[src/rtl/ro_pair_sequencer_if.sv]
// Handshake/bus bundle between the RO pair sequencer, its requester and the
// shared frequency counter.
interface ro_pair_sequencer_if #(
  parameter int N_BITS = 8,
  parameter int SEL_W  = 4
);
  logic              req;
  logic [31:0]       window_cycles;
  logic [15:0]       margin;
  logic [SEL_W-1:0]  ro_sel;
  logic              cnt_start;
  logic [31:0]       cnt_window;
  logic              cnt_done;
  logic [31:0]       cnt_value;
  logic [N_BITS-1:0] response;
  logic [N_BITS-1:0] unstable;
  logic              busy;
  logic              valid;
  logic              error;

  modport master (
    output req, window_cycles, margin, cnt_done, cnt_value,
    input  ro_sel, cnt_start, cnt_window, response, unstable, busy, valid, error
  );

  modport slave (
    input  req, window_cycles, margin, cnt_done, cnt_value,
    output ro_sel, cnt_start, cnt_window, response, unstable, busy, valid, error
  );
endinterface

[src/rtl/ro_pair_sequencer.sv]
// Walks every RO pair through select/settle/count for both sides, compares the
// two counts against a margin and publishes the whole response at once.
module ro_pair_sequencer #(
  parameter int N_BITS = 8,
  parameter int SEL_W  = 4,
  parameter int SETTLE = 4
) (
  input logic                 clk_ref,
  input logic                 rst_n,
  ro_pair_sequencer_if.slave  bus
);
  localparam logic [2:0] S_IDLE    = 3'd0;
  localparam logic [2:0] S_SELECT  = 3'd1;
  localparam logic [2:0] S_START   = 3'd2;
  localparam logic [2:0] S_WAIT    = 3'd3;
  localparam logic [2:0] S_CAPTURE = 3'd4;
  localparam logic [2:0] S_COMPARE = 3'd5;
  localparam logic [2:0] S_DONE    = 3'd6;

  localparam int PAIR_W = (N_BITS > 1) ? $clog2(N_BITS) : 1;
  localparam int SET_W  = $clog2(SETTLE + 1);
  localparam logic [PAIR_W-1:0] LAST_PAIR   = PAIR_W'(N_BITS - 1);
  localparam logic [SET_W-1:0]  SETTLE_LAST = SET_W'(SETTLE - 1);

  logic [2:0]        state;
  logic [PAIR_W-1:0] pair;
  logic [PAIR_W-1:0] pair_nxt;
  logic              side;
  logic [SET_W-1:0]  settle_cnt;
  logic [32:0]       wd;
  logic              first_wait;
  logic [15:0]       margin_q;
  logic [31:0]       cap_val;
  logic [31:0]       count_a;
  logic [31:0]       count_b;
  logic [N_BITS-1:0] shadow_resp;
  logic [N_BITS-1:0] shadow_uns;
  logic [31:0]       diff;
  logic              a_gt_b;
  logic              pair_uns;

  // Subtract in the direction that cannot wrap.
  always_comb begin
    a_gt_b   = count_a > count_b;
    diff     = a_gt_b ? (count_a - count_b) : (count_b - count_a);
    pair_uns = (diff < {16'd0, margin_q}) || (count_a == count_b);
    pair_nxt = pair + 1'b1;
  end

  always_ff @(posedge clk_ref or negedge rst_n) begin
    if (!rst_n) begin
      state          <= S_IDLE;
      pair           <= '0;
      side           <= 1'b0;
      settle_cnt     <= '0;
      wd             <= '0;
      first_wait     <= 1'b0;
      margin_q       <= '0;
      cap_val        <= '0;
      count_a        <= '0;
      count_b        <= '0;
      shadow_resp    <= '0;
      shadow_uns     <= '0;
      bus.ro_sel     <= '0;
      bus.cnt_start  <= 1'b0;
      bus.cnt_window <= '0;
      bus.response   <= '0;
      bus.unstable   <= '0;
      bus.busy       <= 1'b0;
      bus.valid      <= 1'b0;
      bus.error      <= 1'b0;
    end else begin
      bus.cnt_start <= 1'b0;
      bus.valid     <= 1'b0;
      bus.error     <= 1'b0;
      case (state)
        S_IDLE: if (bus.req) begin
          bus.cnt_window <= bus.window_cycles;
          margin_q       <= bus.margin;
          pair           <= '0;
          side           <= 1'b0;
          bus.ro_sel     <= '0;
          bus.busy       <= 1'b1;
          settle_cnt     <= '0;
          state          <= S_SELECT;
        end
        S_SELECT: begin
          if (settle_cnt == SETTLE_LAST) begin
            settle_cnt    <= '0;
            bus.cnt_start <= 1'b1;
            // Watchdog is loaded alongside the start pulse so the timeout
            // lands exactly window+8 cycles after cnt_start.
            wd            <= {1'b0, bus.cnt_window} + 33'd8;
            state         <= S_START;
          end else begin
            settle_cnt <= settle_cnt + 1'b1;
          end
        end
        S_START: begin
          wd         <= wd - 33'd1;
          first_wait <= 1'b1;
          state      <= S_WAIT;
        end
        S_WAIT: begin
          first_wait <= 1'b0;
          wd         <= wd - 33'd1;
          if (bus.cnt_done && !first_wait) begin
            cap_val <= bus.cnt_value;
            state   <= S_CAPTURE;
          end else if (wd == 33'd1) begin
            bus.error <= 1'b1;
            bus.busy  <= 1'b0;
            state     <= S_IDLE;
          end
        end
        S_CAPTURE: begin
          if (!side) begin
            count_a    <= cap_val;
            side       <= 1'b1;
            bus.ro_sel <= SEL_W'({pair, 1'b1});
            state      <= S_SELECT;
          end else begin
            count_b <= cap_val;
            state   <= S_COMPARE;
          end
        end
        S_COMPARE: begin
          shadow_resp[pair] <= a_gt_b;
          shadow_uns[pair]  <= pair_uns;
          if (pair == LAST_PAIR) begin
            state <= S_DONE;
          end else begin
            pair       <= pair_nxt;
            side       <= 1'b0;
            bus.ro_sel <= SEL_W'({pair_nxt, 1'b0});
            state      <= S_SELECT;
          end
        end
        S_DONE: begin
          bus.response <= shadow_resp;
          bus.unstable <= shadow_uns;
          bus.valid    <= 1'b1;
          bus.busy     <= 1'b0;
          state        <= S_IDLE;
        end
        default: state <= S_IDLE;
      endcase
    end
  end
endmodule
[src/flat_wrapper.sv]
// flat-port wrapper written by rule: the top's interface ports become plain ports
module ro_pair_sequencer_flat 
#(
  parameter int N_BITS = 8,
  parameter int SEL_W  = 4,
  parameter int SETTLE = 4
)
  (clk_ref, rst_n, bus_req, bus_window_cycles, bus_margin, bus_cnt_done, bus_cnt_value, bus_ro_sel, bus_cnt_start, bus_cnt_window, bus_response, bus_unstable, bus_busy, bus_valid, bus_error);
  ro_pair_sequencer_if #(.N_BITS(N_BITS), .SEL_W(SEL_W)) bus_i ();
  input logic clk_ref;
  input logic rst_n;
  input wire logic [$bits(bus_i.req)-1:0] bus_req;
  input wire logic [$bits(bus_i.window_cycles)-1:0] bus_window_cycles;
  input wire logic [$bits(bus_i.margin)-1:0] bus_margin;
  input wire logic [$bits(bus_i.cnt_done)-1:0] bus_cnt_done;
  input wire logic [$bits(bus_i.cnt_value)-1:0] bus_cnt_value;
  output wire logic [$bits(bus_i.ro_sel)-1:0] bus_ro_sel;
  output wire logic [$bits(bus_i.cnt_start)-1:0] bus_cnt_start;
  output wire logic [$bits(bus_i.cnt_window)-1:0] bus_cnt_window;
  output wire logic [$bits(bus_i.response)-1:0] bus_response;
  output wire logic [$bits(bus_i.unstable)-1:0] bus_unstable;
  output wire logic [$bits(bus_i.busy)-1:0] bus_busy;
  output wire logic [$bits(bus_i.valid)-1:0] bus_valid;
  output wire logic [$bits(bus_i.error)-1:0] bus_error;
  assign bus_i.req = bus_req;
  assign bus_i.window_cycles = bus_window_cycles;
  assign bus_i.margin = bus_margin;
  assign bus_i.cnt_done = bus_cnt_done;
  assign bus_i.cnt_value = bus_cnt_value;
  assign bus_ro_sel = bus_i.ro_sel;
  assign bus_cnt_start = bus_i.cnt_start;
  assign bus_cnt_window = bus_i.cnt_window;
  assign bus_response = bus_i.response;
  assign bus_unstable = bus_i.unstable;
  assign bus_busy = bus_i.busy;
  assign bus_valid = bus_i.valid;
  assign bus_error = bus_i.error;
  ro_pair_sequencer #(.N_BITS(N_BITS), .SEL_W(SEL_W), .SETTLE(SETTLE)) u_core (.clk_ref(clk_ref), .rst_n(rst_n), .bus(bus_i));
endmodule
[config.mk]
export PLATFORM = sky130hd
export DESIGN_NAME = ro_pair_sequencer_flat
export DESIGN_NICKNAME = d
export VERILOG_FILES = /design/src/rtl/ro_pair_sequencer_if.sv /design/src/rtl/ro_pair_sequencer.sv /design/src/flat_wrapper.sv
export SDC_FILE = /design/constraint.sdc
export NUM_CORES = 1
export LEC_CHECK = 0
export BUFFER_PORTS_ARGS = -buffer_cell sky130_fd_sc_hd__buf_2
export CORE_MARGIN = 2
export CORE_UTILIZATION = 30
export DETAILED_ROUTE_END_ITERATION = 10
export GPL_ROUTABILITY_DRIVEN = 0
export GPL_TIMING_DRIVEN = 1
export SYNTH_ARGS = -nofsm -noshare
export SYNTH_HDL_FRONTEND = slang
export SYNTH_SLANG_ARGS = --single-unit
[constraint.sdc]
create_clock -name clk_ref -period 7.24 [get_ports clk_ref]
set_input_delay 0.724 -clock clk_ref [delete_from_list [all_inputs] [get_ports clk_ref]]
set_output_delay 0.724 -clock clk_ref [all_outputs]
set_load 0.02 [all_outputs]
### Word level (Yosys, flattened, before mapping)

Index checks and enable logic that the tools add are counted.

| word-level totals | value |
|---|---|
| RAM bits | 0 |
| word-level logic and storage cells | 108 |
| bits in latches | 0 |
| memories kept | 0 |
| output and inout bits | 56 |
| flip-flop bits (word level) | 228 |
| ROM bits | 0 |

| cells by class | value |
|---|---|
| equal/unequal tests | 17 |
| muxes and demuxes | 37 |
| $mul | 0 |
| shift operators | 0 |
| reduce and logical (&&, ||, !) cells | 23 |
| $add $sub $neg | 6 |
| divide/modulo/power cells | 0 |
| order comparisons | 4 |
| bitwise gates (word level) | 1 |

Operators with widths:

| operator | count |
|---|---|
| 33-bit case mux with 2 select lines | 1 |
| 32-bit subtractor | 2 |
| 32-bit by 4-bit adder with 33-bit output, second input constant | 1 |
| 33-bit by 1-bit == test with 1-bit output, second input constant | 1 |
| 33-bit two-way mux | 1 |
| 33-bit by 1-bit subtractor with 33-bit output, second input constant | 1 |
| 32-bit == test | 1 |
| 32-bit greater-than comparator | 1 |
| 32-bit by 16-bit less-than comparator with 1-bit output | 1 |
| 32-bit two-way mux | 1 |
| 3-bit two-way mux | 9 |
| 3-bit case mux with 6 select lines | 1 |
| 8-bit bitwise mux | 2 |
| 3-bit == test, second input constant | 4 |
| 1-bit two-way mux | 12 |
| 4-bit two-way mux | 3 |
| 3-bit case mux with 2 select lines | 2 |
| 4-bit case mux with 3 select lines | 1 |
| 2-bit AND reduction | 6 |
| 3-bit by 2-bit == test with 1-bit output, second input constant | 3 |
| 3-bit AND reduction | 3 |
| 2-bit != test, second input constant | 4 |
| 4-bit AND reduction | 2 |
| 2-bit nonzero test | 4 |
| other kinds (16) | 21 |

### Depth between registers and ports, before layout

| depth | value |
|---|---|
| word-level depth | 5 |
| mapped depth | 26 |
| depth with buffers taken out | 22 |

### Worst setup path after synthesis

OpenSTA, ideal clock, no wires.

| timing path | value |
|---|---|
| path kind | reg-to-reg |
| start | reg u_core.count_b[26] |
| end | reg u_core.shadow_uns[3] |
| cell stages (with the launch flop) | 25 |
| period minus slack after synthesis | 5,670 ps |
| path buffers | 4 |
| slack | 1,570 ps |
| arrival time | 5,588 ps |
| setup time | 82 ps |
| path through | dfrtp_1 -> inv_1 -> ha_1 -> buf_2 -> and4_1 -> and2_2 -> a211oi_2 -> a311oi_1 -> o21a_2 -> buf_6 -> clkbuf_1 -> mux2_2 -> a311oi_1 -> xnor2_1 -> ha_1 -> a211oi_1 -> nor2_1 -> a2111oi_0 -> o21ai_0 -> a21oi_1 -> nand4_1 -> or4_1 -> or4b_1 -> buf_6 -> a31oi_1 |

| between the ends | value |
|---|---|
| word-level cells in the longest chain between the ends | 5 |

RTL lines:

| element | line | text |
|---|---|---|
| start, declared | ro_pair_sequencer.sv:35 | `logic [31:0] count_b;` |
| start signal, assigned | ro_pair_sequencer.sv:123 | `count_b <= cap_val;` |
| 32-bit subtractor or 32-bit greater-than comparator (tied branches) | ro_pair_sequencer.sv:45, ro_pair_sequencer.sv:44 |  |
| 32-bit two-way mux | ro_pair_sequencer.sv:45 | `diff = a_gt_b ? (count_a - count_b) : (count_b - count_a);` |
| 32-bit by 16-bit less-than comparator with 1-bit output | ro_pair_sequencer.sv:46 | `pair_uns = (diff < {16'd0, margin_q}) \|\| (count_a == count_b);` |
| 1-bit logical OR * | ro_pair_sequencer.sv:46 |  |
| 8-bit bitwise mux * | ro_pair_sequencer.sv:129 | `shadow_uns[pair] <= pair_uns;` |
| end signal, assigned by index | ro_pair_sequencer.sv:129 |  |
| end, declared | ro_pair_sequencer.sv:37 | `logic [N_BITS-1:0] shadow_uns;` |

Mark *: on every way between the ends. The rest lies on a longest branch, timed or not.
A chain may end at the register's enable or synchronous reset.

### Worst setup path in the final report

| timing path | value |
|---|---|
| start | reg u_core.count_b[17] |
| end | reg u_core.shadow_uns[5] |

The elaborated chain is that of the path after synthesis.

==> impl.org <==
** Floorplanning
- Overall die width :: about 220 um
- Count of pins on the block boundary :: 140
- For this configuration, the core starts out at a cell density of between 30% and 40%.
- Placement row count :: 78
- Total Die Area :: 48200 um2
- The floorplan step set the die height to 220 um.
- The floorplan step defined a core boundary enclosing around 46000 um2.

** Clocking
- CTS built an H-tree with a depth of 1.
- Cell at the root of the clock tree :: sky130_fd_sc_hd__clkbuf_16
- In this run, post-CTS hold repair placed 0 buffers.
- TritonCTS clock tree :: yes
- After clock tree synthesis, the repair step resized 0 gates.
- Once the clock tree was built, the setup fixing pass inserted 0 buffers.
- Number of buffers inserted during clock tree synthesis :: 28
- CTS saw 228 sinks.
- Clock latency at the later pin of the worst-skew pair :: 550 ps
- Clock-pin slew was measured on the worst setup and hold paths at about 70 ps.
- Number of buffers on the longest clock path :: 3

** Timing
- Setup repair after global routing missed its margin :: false
- The smallest clock period supported by the final layout is computed as 6500 ps.
- For this run, the top clock speed supported by timing is 154 MHz.
- Final critical-path share of the clock period :: between 80% and 90%
- Worst-Margin Slew :: 1130 ps
- The number of hold violations in the final report is 0.
- Measured against its own limit, the worst slew margin works out to 24.7%.
- Worst-case setup margin in the final layout :: 744 ps
- Setup violations remaining at the end of the flow were counted as 0.
- The number of max-slew violations in the final report was 0.
- Sum of negative setup slack :: 0 ps
- Worst-case clock skew :: 12.2 ps

** Setup path
- Number of cells on the worst reg-to-reg path :: 20
- CP endpoint kind :: flip-flop
- Reg-to-reg setup timing slack :: 740 ps
- Startpoint of the most critical register-to-register path :: u_core.count_b[17]
- Critical Path Source Type :: flip-flop
- Worst reg2reg endpoint :: u_core.shadow_uns[5]
- At the worst endpoint, the required time is 7710 ps.
- Type of the worst setup path :: reg -> reg
- Along the worst path, the maximum fanout reaches 29.
- Data arrives at the worst endpoint at 6970 ps.

** Status
- Result of the run :: finished, final reports clean

** Drt
- In the final routed layout, each cell accounts on average for ~17 um.
- Vias :: 11723
- The first detailed-routing pass ran for 5 iterations.
- In this run, the number of DRC markers left after iteration 0 of detailed routing was 705.
- Count of antenna-violating nets left after detailed routing :: 0
- Summed over all layers, the routed wires come to 37900 um.
- After detailed routing, the number of remaining DRC violations is 0.
- Number of vias per cell after detailed routing :: approximately 5.2

** Finish
- In the final layout, the multi-input gates occupy 7490 um2.
- Util after Layout :: 35.2%
- 0 antenna diodes ended up in the layout.
- Area growth from synthesis to layout :: 15.2%
- Proportion of layout cells with a drive suffix above 1 :: between 10% and 20%
- Counting the fill cells in the layout gives roughly 4700.
- Footprint of the flip-flops and latches :: 5710 um2
- Final layout net count :: 1822

** Synth
- Post-synth cell types :: 75
- FF+latch count, synth :: ~230
- Dominant synthesized flop cell :: sky130_fd_sc_hd__dfrtp_1
- Post-synthesis cell area :: about 14000 um2
- Count of flip-flops with a built-in enable after synthesis :: 0
- The number of nets in the synthesized netlist is between 1500 and 2000.
- During synthesis, Yosys emitted a total of 0 warnings.
- Sequential element share of the synthesized area :: 40.9%
- Counting every instance in the synthesized netlist gives 1555.
- Average cell area after synthesis :: 8.97 um2
- For this run, asynchronously set or reset flops after synthesis account for 100%.

** GRT
- Antenna violations before repair :: 1
- Total global routing overflow :: 0
- Via count of the first global-routing pass :: 11422
- Entering global routing, the biggest net connects between 80 and 90 pins.
- The first global-routing pass estimated 61200 um of wire.
- Tot GR Track Use :: ~16%

** Placed design
- The HPWL after detailed placement is 27900 um.
- Prior to clock tree synthesis, the placed netlist has a worst setup slack of 817 ps.
- During placement, the flow inserted port buffers numbering 139.

** Run
- Max-cap violations :: 0

** Worst hold path
- Min-delay worst type :: in -> async
==> placed cells by master (no fill, tap or decap), drive strengths merged, types with 10 or more instances in the layout <==
cell	count
ha	84
a21o	17
a31oi	11
nor3	18
dfrtp	228
nand2	184
clkinv	10
nand2b	11
o21ai	178
nand3	30
o21a	10
or3	10
buf	150
mux2	88
o31ai	12
clkbuf	38
a211oi	13
nand4	34
xnor2	38
nor4	11
inv	107
xor2	18
o21bai	12
mux2i	11
a21oi	140
nor2	99
==> worst max-delay path, stage by stage, from the launching register on <==
cell                        delay, ps
sky130_fd_sc_hd__dfrtp_1          350
sky130_fd_sc_hd__inv_1             70
sky130_fd_sc_hd__ha_1             490
sky130_fd_sc_hd__a21oi_1          160
sky130_fd_sc_hd__o21ai_1          360
sky130_fd_sc_hd__a211oi_2         160
sky130_fd_sc_hd__a311oi_1         480
sky130_fd_sc_hd__o21a_2           680
sky130_fd_sc_hd__mux2_2           440
sky130_fd_sc_hd__a311oi_1         310
sky130_fd_sc_hd__xnor2_1          100
sky130_fd_sc_hd__ha_1             190
sky130_fd_sc_hd__a211oi_1         220
sky130_fd_sc_hd__nor2_1            80
sky130_fd_sc_hd__a2111oi_0        340
sky130_fd_sc_hd__o21ai_0          170
sky130_fd_sc_hd__a21oi_1          190
sky130_fd_sc_hd__nand4_1          100
sky130_fd_sc_hd__or4_1            520
sky130_fd_sc_hd__or4b_1           770
sky130_fd_sc_hd__a31oi_1          220
==> Yosys cell counts, drive strengths merged, types with 3 or more instances <==
cell | number | area (um2)
a21oi | 140 | 723
a21o | 17 | 128
nor4 | 11 | 68.8
nand3 | 30 | 150
ha | 84 | 1050
inv | 106 | 398
or2 | 4 | 25.0
clkbuf | 55 | 206
a2111oi | 3 | 26.3
o31ai | 12 | 90.1
o32ai | 3 | 26.3
o22a | 3 | 26.3
and3 | 6 | 37.5
o21a | 10 | 76.3
o21ai | 178 | 898
o21bai | 12 | 90.1
nand2 | 184 | 691
nor2 | 99 | 372
a311oi | 4 | 35.0
and2 | 4 | 26.3
nand2b | 11 | 68.8
a22oi | 6 | 45.0
buf | 28 | 168
mux2i | 11 | 110
xnor2 | 38 | 333
nor3 | 18 | 95.1
nor2b | 7 | 43.8
and4 | 8 | 70.1
dfrtp | 228 | 5710
a21boi | 3 | 22.5
o22ai | 8 | 50.1
or4 | 4 | 30.0
a22o | 3 | 26.3
mux2 | 88 | 991
nand3b | 3 | 22.5
or3 | 10 | 62.6
nand4 | 34 | 228
xor2 | 18 | 158
a211oi | 13 | 108
a31oi | 11 | 68.8
o211ai | 7 | 52.6
==> area by class of cell <==
class / instances / area share [%]
tap: 600 / 4.67
inverter: 107 / 2.50
clock inverter: 14 / 0.685
sequential: 228 / 35.5
multi-input combinational: 1137 / 46.6
timing repair buffer: 150 / 4.91
clock buffer: 38 / 5.10
==> how the worst max path moves through the flow <==
stage	from	endpoint	slack (ps)	cells past startpoint
after floorplan	u_core.count_b[26]	u_core.shadow_uns[3]	1570	24
after global placement	u_core.count_b[23]	u_core.shadow_uns[5]	1010	20
after detailed placement	u_core.count_b[17]	u_core.shadow_uns[3]	820	20
after CTS	u_core.count_b[17]	u_core.shadow_uns[3]	780	20
after global routing	u_core.count_b[23]	u_core.shadow_uns[5]	280	20
final	u_core.count_b[17]	u_core.shadow_uns[5]	740	20
==> layer usage <==
layer  GRT usage [%]  vias up  part of all wire, %
li1                -     5682                    -
met1            21.9     5703                   47
met2            25.5      292                   47
met3            2.07       46                  4.4
met4            3.38        0                  1.7
met5               0        -                    0
==> flip-flops by register name, summed over array words and instances, names as in the netlist, 16 cells and up <==
| signal | cells |
|---|---|
| u_core.wd | 33 |
| u_core.bus.cnt_window | 32 |
| u_core.cap_val | 32 |
| u_core.count_a | 32 |
| u_core.count_b | 32 |
| u_core.margin_q | 16 |
==> cell families after synthesis <==
family                   synth area share, %
buffers and inverters                   5.56
flip-flops                              40.9
XOR/XNOR                                3.52
AO/OA/AOI/OAI                           19.6
multiplexers                            7.90
AND/OR/NAND/NOR                         14.7
adder cells (fa/ha/maj)                 7.82
==> metrics by stage <==
step | cell area [um2] | hold slack, ps | std cells
CTS | 16100 | 164 | 2274
detailed placement | 15100 | 467 | 2222
global placement | 15100 | 460 | 2222
floorplan | 13900 | 428 | 1555
global route | 16100 | 199 | 2274
finish | 16100 | 153 | 2274
Power is not shown: default switching activity piles up to over one toggle a cycle in this logic, so the estimate is an artifact.
